### src/rtl/gb_frame_writer.sv
// PPU pixel stream to framebuffer RAM write cycles, with x/y tracking and a resync on frame start.
// Define GB_FB_DOUBLE_BUFFER_EN for two pages with a page flip gated by the reader's release.
module gb_frame_writer #(
  parameter int WIDTH       = 160,
  parameter int HEIGHT      = 144,
  parameter int PIX_W       = 2,
  parameter int SYNC_STAGES = 2,
  localparam int PA_W       = $clog2(WIDTH * HEIGHT),
`ifdef GB_FB_DOUBLE_BUFFER_EN
  localparam int ADDR_W     = PA_W + 1
`else
  localparam int ADDR_W     = PA_W
`endif
) (
  input  logic              GameBoy_clk,
  input  logic              GameBoy_reset,
  input  logic [PIX_W-1:0]  LD,
  input  logic              PX_VALID,
  input  logic              FRAME_START,
`ifdef GB_FB_DOUBLE_BUFFER_EN
  input  logic              rd_done_tgl,
`endif
  output logic              wr_en,
  output logic [ADDR_W-1:0] wr_addr,
  output logic [PIX_W-1:0]  wr_data,
  output logic              wr_page,
  output logic              disp_page,
  output logic              frame_tgl,
  output logic              short_frame,
  output logic              overflow,
  output logic [7:0]        drop_cnt
);

  localparam int X_W = (WIDTH > 1) ? $clog2(WIDTH) : 1;
  localparam int Y_W = (HEIGHT > 1) ? $clog2(HEIGHT) : 1;
  localparam logic [X_W-1:0] X_LAST = X_W'(WIDTH - 1);
  localparam logic [Y_W-1:0] Y_LAST = Y_W'(HEIGHT - 1);

  if (SYNC_STAGES < 2) begin : g_sync_stages_check
    $error("SYNC_STAGES must be at least 2");
  end

  typedef enum logic [1:0] {S_IDLE, S_ACTIVE, S_COMMIT, S_DONE} state_t;

  state_t          state, state_nxt;
  logic [X_W-1:0]  x, cur_x;
  logic [Y_W-1:0]  y, cur_y;
  logic [PA_W-1:0] idx, cur_idx;
  logic            cur_last;
  logic            accept, restart, commit, short_nxt, overflow_nxt;

  // A frame start rewinds the position before the same-cycle pixel is placed.
  assign cur_x    = restart ? '0 : x;
  assign cur_y    = restart ? '0 : y;
  assign cur_idx  = restart ? '0 : idx;
  assign cur_last = (cur_x == X_LAST) && (cur_y == Y_LAST);

  // NOTE: sequential state uses non-blocking assignments so every flop samples pre-edge values.
  always_ff @(posedge GameBoy_clk or posedge GameBoy_reset) begin
    if (GameBoy_reset) state <= S_IDLE;
    else               state <= state_nxt;
  end

  // NOTE: every combinational output gets a default first, so no path can infer a latch.
  always_comb begin
    state_nxt    = state;
    accept       = 1'b0;
    restart      = 1'b0;
    commit       = 1'b0;
    short_nxt    = 1'b0;
    overflow_nxt = 1'b0;
    if (FRAME_START) begin
      restart   = 1'b1;
      accept    = PX_VALID;
      commit    = (state == S_COMMIT);
      short_nxt = (state == S_ACTIVE) && (idx != '0);
      state_nxt = S_ACTIVE;
    end else begin
      case (state)
        S_IDLE: ;
        S_ACTIVE: if (PX_VALID) begin
          accept = 1'b1;
          if (cur_last) state_nxt = S_COMMIT;
        end
        S_COMMIT: begin
          commit       = 1'b1;
          overflow_nxt = PX_VALID;
          state_nxt    = S_DONE;
        end
        S_DONE:  overflow_nxt = PX_VALID;
        default: state_nxt = S_IDLE;
      endcase
    end
  end

  // Incremental raster position; the linear index never needs a multiplier.
  always_ff @(posedge GameBoy_clk or posedge GameBoy_reset) begin
    if (GameBoy_reset) begin
      x   <= '0;
      y   <= '0;
      idx <= '0;
    end else if (accept) begin
      if (cur_x == X_LAST) begin
        x <= '0;
        y <= (cur_y == Y_LAST) ? '0 : cur_y + Y_W'(1);
      end else begin
        x <= cur_x + X_W'(1);
      end
      idx <= cur_last ? '0 : cur_idx + PA_W'(1);
    end else if (restart) begin
      x   <= '0;
      y   <= '0;
      idx <= '0;
    end
  end

  always_ff @(posedge GameBoy_clk or posedge GameBoy_reset) begin
    if (GameBoy_reset) begin
      wr_en       <= 1'b0;
      wr_addr     <= '0;
      wr_data     <= '0;
      short_frame <= 1'b0;
      overflow    <= 1'b0;
    end else begin
      wr_en       <= accept;
      short_frame <= short_nxt;
      overflow    <= overflow_nxt;
      if (accept) begin
`ifdef GB_FB_DOUBLE_BUFFER_EN
        wr_addr <= {wr_page, cur_idx};
`else
        wr_addr <= cur_idx;
`endif
        wr_data <= LD;
      end
    end
  end

`ifdef GB_FB_DOUBLE_BUFFER_EN
  logic [SYNC_STAGES-1:0] rd_sync;
  logic                   rd_sync_q, rd_edge, released;

  always_ff @(posedge GameBoy_clk or posedge GameBoy_reset) begin
    if (GameBoy_reset) begin
      rd_sync   <= '0;
      rd_sync_q <= 1'b0;
    end else begin
      rd_sync   <= {rd_sync[SYNC_STAGES-2:0], rd_done_tgl};
      rd_sync_q <= rd_sync[SYNC_STAGES-1];
    end
  end

  assign rd_edge = rd_sync[SYNC_STAGES-1] ^ rd_sync_q;

  // A release edge arriving in the commit cycle survives the flip's clear.
  always_ff @(posedge GameBoy_clk or posedge GameBoy_reset) begin
    if (GameBoy_reset) begin
      wr_page   <= 1'b0;
      disp_page <= 1'b1;
      frame_tgl <= 1'b0;
      drop_cnt  <= 8'd0;
      released  <= 1'b1;
    end else begin
      released <= (released & ~commit) | rd_edge;
      if (commit) begin
        if (released) begin
          wr_page   <= disp_page;
          disp_page <= wr_page;
          frame_tgl <= ~frame_tgl;
        end else if (drop_cnt != 8'hFF) begin
          drop_cnt <= drop_cnt + 8'd1;
        end
      end
    end
  end
`else
  assign wr_page   = 1'b0;
  assign disp_page = 1'b0;
  assign drop_cnt  = 8'd0;

  always_ff @(posedge GameBoy_clk or posedge GameBoy_reset) begin
    if (GameBoy_reset) frame_tgl <= 1'b0;
    else if (commit)   frame_tgl <= ~frame_tgl;
  end
`endif

endmodule

### config.mk
export PLATFORM = sky130hd
export DESIGN_NAME = gb_frame_writer
export DESIGN_NICKNAME = d
export VERILOG_FILES = /design/src/rtl/gb_frame_writer.sv
export SDC_FILE = /design/constraint.sdc
export NUM_CORES = 1
export LEC_CHECK = 0
export BUFFER_PORTS_ARGS = -buffer_cell sky130_fd_sc_hd__buf_4
export CAP_MARGIN = 10
export CORE_MARGIN = 8
export CORE_UTILIZATION = 49
export CTS_CLUSTER_SIZE = 24
export DETAILED_ROUTE_END_ITERATION = 10
export GPL_TIMING_DRIVEN = 0
export HOLD_SLACK_MARGIN = 0.08
export PLACE_DENSITY = 0.73
export SETUP_SLACK_MARGIN = 0.02
export SYNTH_ARGS = -nofsm -noshare
export SYNTH_HDL_FRONTEND = slang
export SYNTH_SLANG_ARGS = --single-unit
### constraint.sdc
create_clock -name GameBoy_clk -period 4.6 [get_ports GameBoy_clk]
set_input_delay 0.46 -clock GameBoy_clk [delete_from_list [all_inputs] [get_ports GameBoy_clk]]
set_output_delay 0.46 -clock GameBoy_clk [all_outputs]
set_load 0.02 [all_outputs]
# == Word level (Yosys, flattened, before mapping) ==
# Cells that the tools add are included.
# totals
register_bits,54
output_inout_bits,31
word_cells,51
# classes
add_sub_neg,3
eq_ne,8
muxes,23
bitwise,1
n_reduce_logical,6
# op_table
cell,n
2-to-1 mux 8 bit,7
2-to-1 mux 15 bit,3
"adder 8 x 1 -> 8 bit, second input constant",2
"== test 8 bit, second input constant",2
"adder 15 x 1 -> 15 bit, second input constant",1
nonzero test 15 bit,1
2-to-1 mux 1 bit,9
2-to-1 mux 2 bit,3
"inequality test 3 bit, second input constant",2
"== test 2 bit, second input constant",2
case mux 2 bit (2 select lines),1
AND reduction 3 bit,1
nonzero test 3 bit,1
"== test 2 x 1 -> 1 bit, second input constant",1
logical AND 1 bit,2
"inequality test 2 x 1 -> 1 bit, second input constant",1
OR reduction 2 bit,1
NOT 1 bit,1

# == Depth between registers and ports, before layout ==
# Gate-level depths: netlist of the first run.
# logic_depth
ltp_word,8
depth_mapped,8
ltp_nobuf,8

# == Worst setup path after synthesis of the first run ==
# No wires, ideal clock.
# synth_path
path_kind,input -> register
startpoint,input FRAME_START
endpoint,register state[0]
t_arrival_ps,2147
required_time_ps,4476
setup_slack_ps,2329
cell_stages,8
path_buffers,2
cell_sequence,buf_2 clkbuf_1 nor2b_1 ha_1 nand4_1 nor4_4 nand2_1 a211o_1
# synth_between
elab_chain_len,6
# synth_lines
item,line_no,rtl
from (decl),19,"input logic FRAME_START,"
2-to-1 mux 1 bit,72,if (FRAME_START) begin
2-to-1 mux 8 bit,-,
== test 8 bit,56,assign cur_last = (cur_x == X_LAST) && (cur_y == Y_LAST);
logical AND 1 bit,56,
inequality test 3 bit (no source line),-,
AND reduction 3 bit (no source line),-,
to (signal assigned),61,else state <= state_nxt;
to (decl),45,"state_t state, state_nxt;"
# Parallel ways exist; a longest one is shown, timed or not.
# A chain may end at the register's enable or synchronous reset.

# == Worst setup path in the final report of the first run ==
# Ends and elaborated chain as after synthesis.

==> report_table.html, run 1 <==
<table>
<tr><th>Metric</th><th>Value</th></tr>
<tr><th colspan="2">Synth</th></tr>
<tr><td>Top cells by instance count after synthesis</td><td>sky130_fd_sc_hd__dfrtp_1, sky130_fd_sc_hd__nand2_1, sky130_fd_sc_hd__o21ai_0</td></tr>
<tr><td>Synth Warn #</td><td>0</td></tr>
<tr><td>Fraction of synthesis flops using an asynchronous set or reset pin</td><td>100.0%</td></tr>
<tr><td>Leading area contributor after synthesis</td><td>sky130_fd_sc_hd__dfrtp_1</td></tr>
<tr><td>Post-synth top flop</td><td>sky130_fd_sc_hd__dfrtp_1</td></tr>
<tr><td>Synth area leaders</td><td>sky130_fd_sc_hd__dfrtp_1, sky130_fd_sc_hd__nand2_1, sky130_fd_sc_hd__o21ai_0</td></tr>
<tr><td>Mapped Avg Cell Area</td><td>9.357 um2</td></tr>
<tr><td>Synth unique cells</td><td>53</td></tr>
<tr><td>Synthesized instance count</td><td>~300</td></tr>
<tr><td>Post-synth top area share</td><td>between 40% and 50%</td></tr>
<tr><td>Register area share after synthesis</td><td>a little under half</td></tr>
<tr><td>Flop and latch count out of synthesis</td><td>54</td></tr>
<tr><td>Cell Area, Synth</td><td>0.002835 mm2</td></tr>
<tr><td>EDFF count, synth</td><td>0</td></tr>
<tr><td>Leading cell type by number of instances after synthesis</td><td>sky130_fd_sc_hd__dfrtp_1</td></tr>
<tr><th colspan="2">Place</th></tr>
<tr><td>HPWL after DPL</td><td>4975 um</td></tr>
<tr><td>Final GP Congestion</td><td>approximately 0.9</td></tr>
<tr><td>I/O Buffers</td><td>26</td></tr>
<tr><th colspan="2">Critical path</th></tr>
<tr><td>R2R Path Start</td><td>x[1]</td></tr>
<tr><td>Critical path class</td><td>primary input to flop</td></tr>
<tr><td>Worst R2R End</td><td>state[0]</td></tr>
<tr><td>Worst path arrival time</td><td>2.75 ns</td></tr>
<tr><td>Sum of buffers and inverters on the critical path</td><td>3</td></tr>
<tr><td>Critical path peak fanout</td><td>10</td></tr>
<tr><td>Crit-path cells</td><td>buf_4, buf_2, clkbuf_1, nor2b_1, ha_1, nand4_1, nor4_4, nand2_1, a211o_1</td></tr>
<tr><td>CP required</td><td>4.80 ns</td></tr>
<tr><td>Timing startpoint of the critical path</td><td>FRAME_START</td></tr>
<tr><td>Nature of the critical path startpoint</td><td>primary input</td></tr>
<tr><td>Type of element capturing the critical path</td><td>flop</td></tr>
<tr><td>Reg2Reg Setup Slack</td><td>between 2 and 2.5 ns</td></tr>
<tr><td>Gate family responsible for the most delay along the worst path</td><td>simple AND/OR/NAND/NOR gates</td></tr>
<tr><td>CP max-delay cell</td><td>sky130_fd_sc_hd__nor4_4</td></tr>
<tr><td>Count of cells along the worst register-to-register path</td><td>6</td></tr>
<tr><td>Critical path's largest stage delay</td><td>0.57 ns</td></tr>
<tr><th colspan="2">Final layout</th></tr>
<tr><td>Area Overhead vs Synth</td><td>14.92%</td></tr>
<tr><td>Utilization after layout</td><td>58.81%</td></tr>
<tr><td>Share of post-route cells with drive strength above 1</td><td>between 15 and 20%</td></tr>
<tr><td>Post-layout nets</td><td>355</td></tr>
<tr><td>Antenna diode count</td><td>0</td></tr>
<tr><th colspan="2">Routing</th></tr>
<tr><td>Final routed DRC violation total</td><td>0</td></tr>
<tr><td>Vias per cell</td><td>around 5.7</td></tr>
<tr><td>Count of nets left with antenna violations after detail routing</td><td>0</td></tr>
<tr><td>Number of iterations in the first detailed-routing pass</td><td>4</td></tr>
<tr><td>Vias after detailed routing</td><td>roughly 2400</td></tr>
<tr><td>Total routed wirelength</td><td>6805 um</td></tr>
<tr><td>Number of design-rule violations left by the first detailed-router iteration</td><td>219</td></tr>
<tr><td>WL/cell</td><td>16.28 um</td></tr>
<tr><th colspan="2">Timing</th></tr>
<tr><td>Maximum clock frequency</td><td>392.4 MHz</td></tr>
<tr><td>Slew Limit Headroom</td><td>62.49%</td></tr>
<tr><td>Post-layout min period</td><td>roughly 2.5 ns</td></tr>
<tr><td>Final hold violations</td><td>0</td></tr>
<tr><td>Post-route clock skew</td><td>0.007884 ns</td></tr>
<tr><td>Count of endpoints failing setup in the final report</td><td>0</td></tr>
<tr><td>RSZ-0062 raised after global routing</td><td>no</td></tr>
<tr><td>Slew at the pin closest to its max-slew limit</td><td>~0.56 ns</td></tr>
<tr><td>Final critical-path share of the clock period</td><td>about 55%</td></tr>
<tr><td>Total negative slack</td><td>0 ns</td></tr>
<tr><td>Final count of pins violating max slew</td><td>0</td></tr>
<tr><th colspan="2">GRT</th></tr>
<tr><td>Vias in the first global route</td><td>2393</td></tr>
<tr><td>Antenna violations before repair</td><td>0</td></tr>
<tr><td>First-pass GRT wire length</td><td>~12000 um</td></tr>
<tr><td>Grt total ovfl</td><td>0</td></tr>
<tr><td>Pin count of the biggest net entering global routing</td><td>33</td></tr>
<tr><td>Aggregate global-route resource usage</td><td>16.72%</td></tr>
<tr><th colspan="2">Power</th></tr>
<tr><td>Cell Pwr Density</td><td>258.1 mW/mm2</td></tr>
<tr><td>Peak supply drop</td><td>0.1322 mV</td></tr>
<tr><td>Power after layout</td><td>840.9 uW</td></tr>
<tr><td>Leakage Power</td><td>around 1.5 nW</td></tr>
<tr><th colspan="2">Run</th></tr>
<tr><td>Max-cap violations</td><td>0</td></tr>
<tr><th colspan="2">Clock network</th></tr>
<tr><td>Clk Tree Root Cell</td><td>sky130_fd_sc_hd__clkbuf_8</td></tr>
<tr><td>Quantity of hold-fixing buffers added after cts</td><td>0</td></tr>
<tr><td>Total clock buffers created by CTS</td><td>5</td></tr>
<tr><td>Setup bufs post-CTS</td><td>0</td></tr>
<tr><td>CTS clock-pin slew for the worst setup and hold paths</td><td>0.09 ns</td></tr>
<tr><td>Max H-tree Level</td><td>2</td></tr>
<tr><td>Maximum clock insertion buffer count</td><td>2</td></tr>
<tr><td>Sinks on Clock Net</td><td>54</td></tr>
<tr><td>Clock tree from TritonCTS</td><td>yes</td></tr>
<tr><td>Clock insertion delay at the later pin of the skew report</td><td>0.31 ns</td></tr>
<tr><td>Number of cells upsized or downsized after cts</td><td>0</td></tr>
<tr><th colspan="2">Status</th></tr>
<tr><td>Result of the run</td><td>finished, final reports clean</td></tr>
<tr><th colspan="2">Floorplanning</th></tr>
<tr><td>DIE AREA</td><td>about 0.0085 mm2</td></tr>
<tr><td>Number of top-level pins</td><td>37</td></tr>
<tr><td>Die width</td><td>around 92 um</td></tr>
<tr><td>Core region area</td><td>between 0.005 and 0.006 mm2</td></tr>
<tr><td>Chip Height</td><td>92.07 um</td></tr>
<tr><td>Initial core utilization</td><td>51.17%</td></tr>
<tr><td>Site row count</td><td>27</td></tr>
<tr><th colspan="2">Worst hold path</th></tr>
<tr><td>Type of the worst min-delay path</td><td>primary input to asynchronous set/reset pin</td></tr>
</table>
how the worst max path moves through the flow:
stage | to | cells past startpoint
6_report | state[0] | 9
5_1_grt | idx[7] | 9
4_1_cts | state[0] | 9
3_5_place_dp | state[0] | 9
3_3_place_gp | idx[11] | 9
2_1_floorplan | state[0] | 8
report_power, final:
part | total, mW | switching (mW) | internal (mW)
clock network | 0.257 | 0.153 | 0.104
registers | 0.492 | 0.00741 | 0.484
logic | 0.0924 | 0.0612 | 0.0312
total | 0.841 | 0.221 | 0.620
registers in the layout, indices dropped and copies added (netlist names):
signal and flops:
wr_en 1, y 8, state 2, wr_addr 15, wr_data 2, overflow 1
frame_tgl 1, idx 15, short_frame 1, x 8
per-stage QoR:
step           setup WS [ns]  hold WS [ns]  cells  cell area, um2
2_1_floorplan          2.329        0.4966    312            2869
4_1_cts                2.065        0.1940    418            3258
3_3_place_gp           1.770        0.4544    410            3154
3_5_place_dp           1.739        0.4636    411            3174
5_1_grt                1.797        0.2189    418            3258
6_report               2.051        0.1759    418            3258
placed cells by master, fill, tap and decap left out, types with 2 or more instances in the layout:
cell type | netlist | routed
sky130_fd_sc_hd__or3_1 | 7 | 7
sky130_fd_sc_hd__nor2b_1 | 9 | 9
sky130_fd_sc_hd__o21bai_1 | 3 | 3
sky130_fd_sc_hd__a31oi_1 | 3 | 3
sky130_fd_sc_hd__clkinvlp_4 | 0 | 2
sky130_fd_sc_hd__ha_1 | 3 | 3
sky130_fd_sc_hd__dfrtp_1 | 54 | 54
sky130_fd_sc_hd__xor2_1 | 2 | 2
sky130_fd_sc_hd__buf_2 | 5 | 5
sky130_fd_sc_hd__o2111ai_1 | 5 | 5
sky130_fd_sc_hd__o21ai_0 | 18 | 18
sky130_fd_sc_hd__clkbuf_8 | 0 | 5
sky130_fd_sc_hd__nor2_1 | 13 | 13
sky130_fd_sc_hd__buf_4 | 10 | 36
sky130_fd_sc_hd__conb_1 | 1 | 10
sky130_fd_sc_hd__nand3_1 | 15 | 15
sky130_fd_sc_hd__nand2_1 | 51 | 51
sky130_fd_sc_hd__mux2i_1 | 4 | 4
sky130_fd_sc_hd__nand4b_1 | 2 | 2
sky130_fd_sc_hd__nor4_1 | 3 | 3
sky130_fd_sc_hd__inv_1 | 7 | 6
sky130_fd_sc_hd__o31ai_1 | 4 | 4
sky130_fd_sc_hd__nor3_1 | 2 | 2
sky130_fd_sc_hd__xnor2_1 | 7 | 7
sky130_fd_sc_hd__nand4_1 | 9 | 9
sky130_fd_sc_hd__or4_1 | 4 | 4
sky130_fd_sc_hd__clkbuf_1 | 8 | 8
sky130_fd_sc_hd__and3_1 | 5 | 5
sky130_fd_sc_hd__and2_1 | 4 | 4
sky130_fd_sc_hd__and4_1 | 4 | 4
sky130_fd_sc_hd__nand2b_1 | 2 | 2
sky130_fd_sc_hd__a21oi_1 | 13 | 13
sky130_fd_sc_hd__a22o_1 | 4 | 4
area by class of cell:
class | instances | area [um2]
inverters | 7 | 26.28
clock inverters | 2 | 15.01
flip-flops and latches | 54 | 1351
multi-input cells | 227 | 1358
plain buffers | 24 | 133.9
repair buffers | 27 | 215.2
fillers | 507 | 2282
clock buffers | 5 | 68.82
well taps | 72 | 90.09
layer usage:
metal  vias up  routed length, um  global-route usage, %
met1      1151               3133                  22.19
met5         -                  0                      0
met4         0                 70                  5.772
met3         6                533                  4.075
met2        87               3068                  25.92
li1       1159                  -                      -
cells by family (layout without fill, tap and decap cells):
group,count (synthesis),count (layout),synth area share [%]
flip-flops,54,54,47.66
other,1,10,0.1323
XOR/XNOR,9,9,2.780
AND/OR/NAND/NOR,138,138,26.48
adder cells (fa/ha/maj),3,3,1.324
multiplexers,4,4,1.412
buffers and inverters,31,65,5.649
AO/OA/AOI/OAI,63,63,14.56
Note: power is estimated with default switching activity, not from simulation.
==> run 2, diff against run 1 <==
Clock period 4.6 ns to 2.6 ns, I/O delays scaled along.
==> run 2 against run 1 <==
Utilization increased by 0.18 points. Combinational power increased by 77%. Clock skew about the same. Design area grew 0.31%. Die area did not move. Critical path type unchanged.
==> report_table.html, run 2 (synthesis results as in run 1) <==
<table>
<tr><th>Metric</th><th>Value</th></tr>
<tr><th colspan="2">Final layout</th></tr>
<tr><td>Largest registers</td><td>idx (15), wr_addr (15)</td></tr>
<tr><td>Antenna diode count</td><td>0</td></tr>
<tr><td>Most frequent standard cell in the layout excluding fill and tap cells</td><td>sky130_fd_sc_hd__dfrtp_1</td></tr>
<tr><td>Post-route non-filler standard cell count</td><td>419</td></tr>
<tr><td>Area of all placed cells without fillers</td><td>0.003268 mm2</td></tr>
<tr><td>Utilization after layout</td><td>58.99%</td></tr>
<tr><td>Share of post-route cells with drive strength above 1</td><td>15.85%</td></tr>
<tr><td>Top library cells by usage in the layout, fill and taps aside</td><td>sky130_fd_sc_hd__dfrtp_1, sky130_fd_sc_hd__nand2_1, sky130_fd_sc_hd__buf_4</td></tr>
<tr><td>Area Overhead vs Synth</td><td>15.27%</td></tr>
<tr><td>Filler cells</td><td>between 500 and 600</td></tr>
<tr><td>Post-layout nets</td><td>356</td></tr>
<tr><th colspan="2">GRT</th></tr>
<tr><td>Grt total ovfl</td><td>0</td></tr>
<tr><td>Antenna violations before repair</td><td>0</td></tr>
<tr><td>First-pass GRT wire length</td><td>11690 um</td></tr>
<tr><td>Vias in the first global route</td><td>2393</td></tr>
<tr><td>Aggregate global-route resource usage</td><td>16.72%</td></tr>
<tr><td>Pin count of the biggest net entering global routing</td><td>33</td></tr>
<tr><th colspan="2">Critical path</th></tr>
<tr><td>Nature of the critical path startpoint</td><td>primary input</td></tr>
<tr><td>Reg2Reg Setup Slack</td><td>0.44 ns</td></tr>
<tr><td>R2R Path Start</td><td>x[1]</td></tr>
<tr><td>Critical path class</td><td>primary input to flop</td></tr>
<tr><td>CP required</td><td>2.79 ns</td></tr>
<tr><td>Count of cells along the worst register-to-register path</td><td>6</td></tr>
<tr><td>Worst R2R End</td><td>state[0]</td></tr>
<tr><td>Critical path peak fanout</td><td>10</td></tr>
<tr><td>Type of element capturing the critical path</td><td>flop</td></tr>
<tr><td>Worst path arrival time</td><td>2.56 ns</td></tr>
<tr><th colspan="2">Floorplanning</th></tr>
<tr><td>Initial core utilization</td><td>approximately half</td></tr>
<tr><td>Core region area</td><td>0.005540 mm2</td></tr>
<tr><td>Chip Height</td><td>92.07 um</td></tr>
<tr><td>Number of top-level pins</td><td>37</td></tr>
<tr><td>Die width</td><td>around 92 um</td></tr>
<tr><td>DIE AREA</td><td>0.008476 mm2</td></tr>
<tr><td>Site row count</td><td>27</td></tr>
<tr><th colspan="2">Run</th></tr>
<tr><td>Max-cap violations</td><td>0</td></tr>
<tr><th colspan="2">Clock network</th></tr>
<tr><td>Total clock buffers created by CTS</td><td>5</td></tr>
<tr><td>Sinks on Clock Net</td><td>54</td></tr>
<tr><td>CTS clock-pin slew for the worst setup and hold paths</td><td>0.09 ns</td></tr>
<tr><td>Setup bufs post-CTS</td><td>0</td></tr>
<tr><td>Clk Tree Root Cell</td><td>sky130_fd_sc_hd__clkbuf_8</td></tr>
<tr><td>Max H-tree Level</td><td>2</td></tr>
<tr><td>Clock insertion delay at the later pin of the skew report</td><td>0.31 ns</td></tr>
<tr><td>Clock tree from TritonCTS</td><td>yes</td></tr>
<tr><td>Maximum clock insertion buffer count</td><td>2</td></tr>
<tr><th colspan="2">Timing</th></tr>
<tr><td>Total negative slack</td><td>0 ns</td></tr>
<tr><td>RSZ-0062 raised after global routing</td><td>no</td></tr>
<tr><td>Final count of pins violating max slew</td><td>0</td></tr>
<tr><td>Count of endpoints failing setup in the final report</td><td>0</td></tr>
<tr><td>Post-route clock skew</td><td>0.007809 ns</td></tr>
<tr><td>Post-layout min period</td><td>2.372 ns</td></tr>
<tr><td>Slew Limit Headroom</td><td>62.76%</td></tr>
<tr><td>Final hold violations</td><td>0</td></tr>
<tr><td>Smallest hold slack</td><td>between 0.1 and 0.15 ns</td></tr>
<tr><td>Final critical-path share of the clock period</td><td>91.22%</td></tr>
<tr><td>Slew at the pin closest to its max-slew limit</td><td>0.5575 ns</td></tr>
<tr><td>Maximum clock frequency</td><td>~420 MHz</td></tr>
<tr><th colspan="2">Place</th></tr>
<tr><td># placed instances</td><td>411</td></tr>
<tr><td>I/O Buffers</td><td>26</td></tr>
<tr><td>Post-DP Area</td><td>~0.0032 mm2</td></tr>
<tr><td>HPWL after DPL</td><td>a little under 5000 um</td></tr>
<tr><td>Final GP Congestion</td><td>0.8998</td></tr>
<tr><th colspan="2">Worst hold path</th></tr>
<tr><td>Type of the worst min-delay path</td><td>primary input to flop</td></tr>
<tr><td>End point of the worst hold path</td><td>wr_data[0]</td></tr>
<tr><td>Number of cells traversed by the worst hold path</td><td>3</td></tr>
<tr><td>Startpoint of the most critical hold path</td><td>LD[0]</td></tr>
<tr><th colspan="2">Routing</th></tr>
<tr><td>WL/cell</td><td>16.27 um</td></tr>
<tr><td>Final routed DRC violation total</td><td>0</td></tr>
<tr><td>Vias after detailed routing</td><td>around 2400</td></tr>
<tr><td>Count of nets left with antenna violations after detail routing</td><td>0</td></tr>
<tr><td>Number of design-rule violations left by the first detailed-router iteration</td><td>around 190</td></tr>
<tr><td>Total routed wirelength</td><td>6817 um</td></tr>
<tr><td>Number of iterations in the first detailed-routing pass</td><td>4</td></tr>
<tr><td>Vias per cell</td><td>~5.7</td></tr>
<tr><th colspan="2">Power</th></tr>
<tr><td>Cell Pwr Density</td><td>454.3 mW/mm2</td></tr>
<tr><td>Leakage Power</td><td>1.493 nW</td></tr>
<tr><td>Peak supply drop</td><td>0.2335 mV</td></tr>
<tr><th colspan="2">Status</th></tr>
<tr><td>Result of the run</td><td>finished, final reports clean</td></tr>
</table>
-- run 2: per-stage QoR --
stage	power [mW]	worst slack (ns)
after floorplan	0.9927	0.5287
after global placement	1.044	-0.03005
after detailed placement	1.050	-0.06091
after CTS	1.501	0.2653
after global routing	1.557	0.02768
final	1.485	0.2284
-- run 2: power by group --
| group | internal [mW] | total, mW | leakage, nW | switching [mW] |
|---|---|---|---|---|
| sequential | 0.857 | 0.870 | 0.735 | 0.0131 |
| clock | 0.184 | 0.450 | 0.0362 | 0.266 |
| combinational | 0.0563 | 0.164 | 0.722 | 0.108 |
-- run 2: area by class of cell --
type	instances	area (um2)	share of cell area (%)
plain buffers	24	133.9	4.096
clock buffers	5	68.82	2.106
clock inverters	2	15.01	0.4594
inverters	7	26.28	0.8040
multi-input cells	227	1358	41.54
flip-flops and latches	54	1351	41.35
well taps	72	90.09	2.757
repair buffers	28	225.2	6.891
-- run 2: what timing repair did --
| item | in CTS | in global routing |
|---|---|---|
| gates resized for setup | 0 | 1 |
| hold endpoints to repair | 22 | 0 |
| endpoints found under the setup margin | 0 | 5 |
| hold buffers | 1 | 0 |
-- run 2: worst max-delay path by stage --
stage | from | end | slack (ns) | depth (start not counted)
floorplan | FRAME_START | state[0] | 0.53 | 8
global placement | FRAME_START | idx[11] | -0.03 | 9
detailed placement | FRAME_START | state[0] | -0.06 | 9
CTS | FRAME_START | state[0] | 0.27 | 9
global route | FRAME_START | state[0] | 0.03 | 9
finish | FRAME_START | state[0] | 0.23 | 9
-- run 2: routing by layer --
| metal | global-route usage [%] | up-vias | share of wire (%) |
|---|---|---|---|
| li1 | - | 1164 | - |
| met1 | 22.19 | 1147 | 46 |
| met2 | 25.92 | 91 | 45 |
| met3 | 4.075 | 5 | 8.0 |
| met4 | 5.772 | 0 | 1.0 |
| met5 | 0 | - | 0 |
-- run 2: critical path, cell delays in order --
cell and delay (ns):
sky130_fd_sc_hd__buf_4 0.15, sky130_fd_sc_hd__buf_2 0.20, sky130_fd_sc_hd__clkbuf_1 0.27, sky130_fd_sc_hd__nor2b_1 0.25
sky130_fd_sc_hd__ha_1 0.24, sky130_fd_sc_hd__nand4_1 0.20, sky130_fd_sc_hd__nor4_4 0.59, sky130_fd_sc_hd__nand2_1 0.11
sky130_fd_sc_hd__a211o_1 0.31
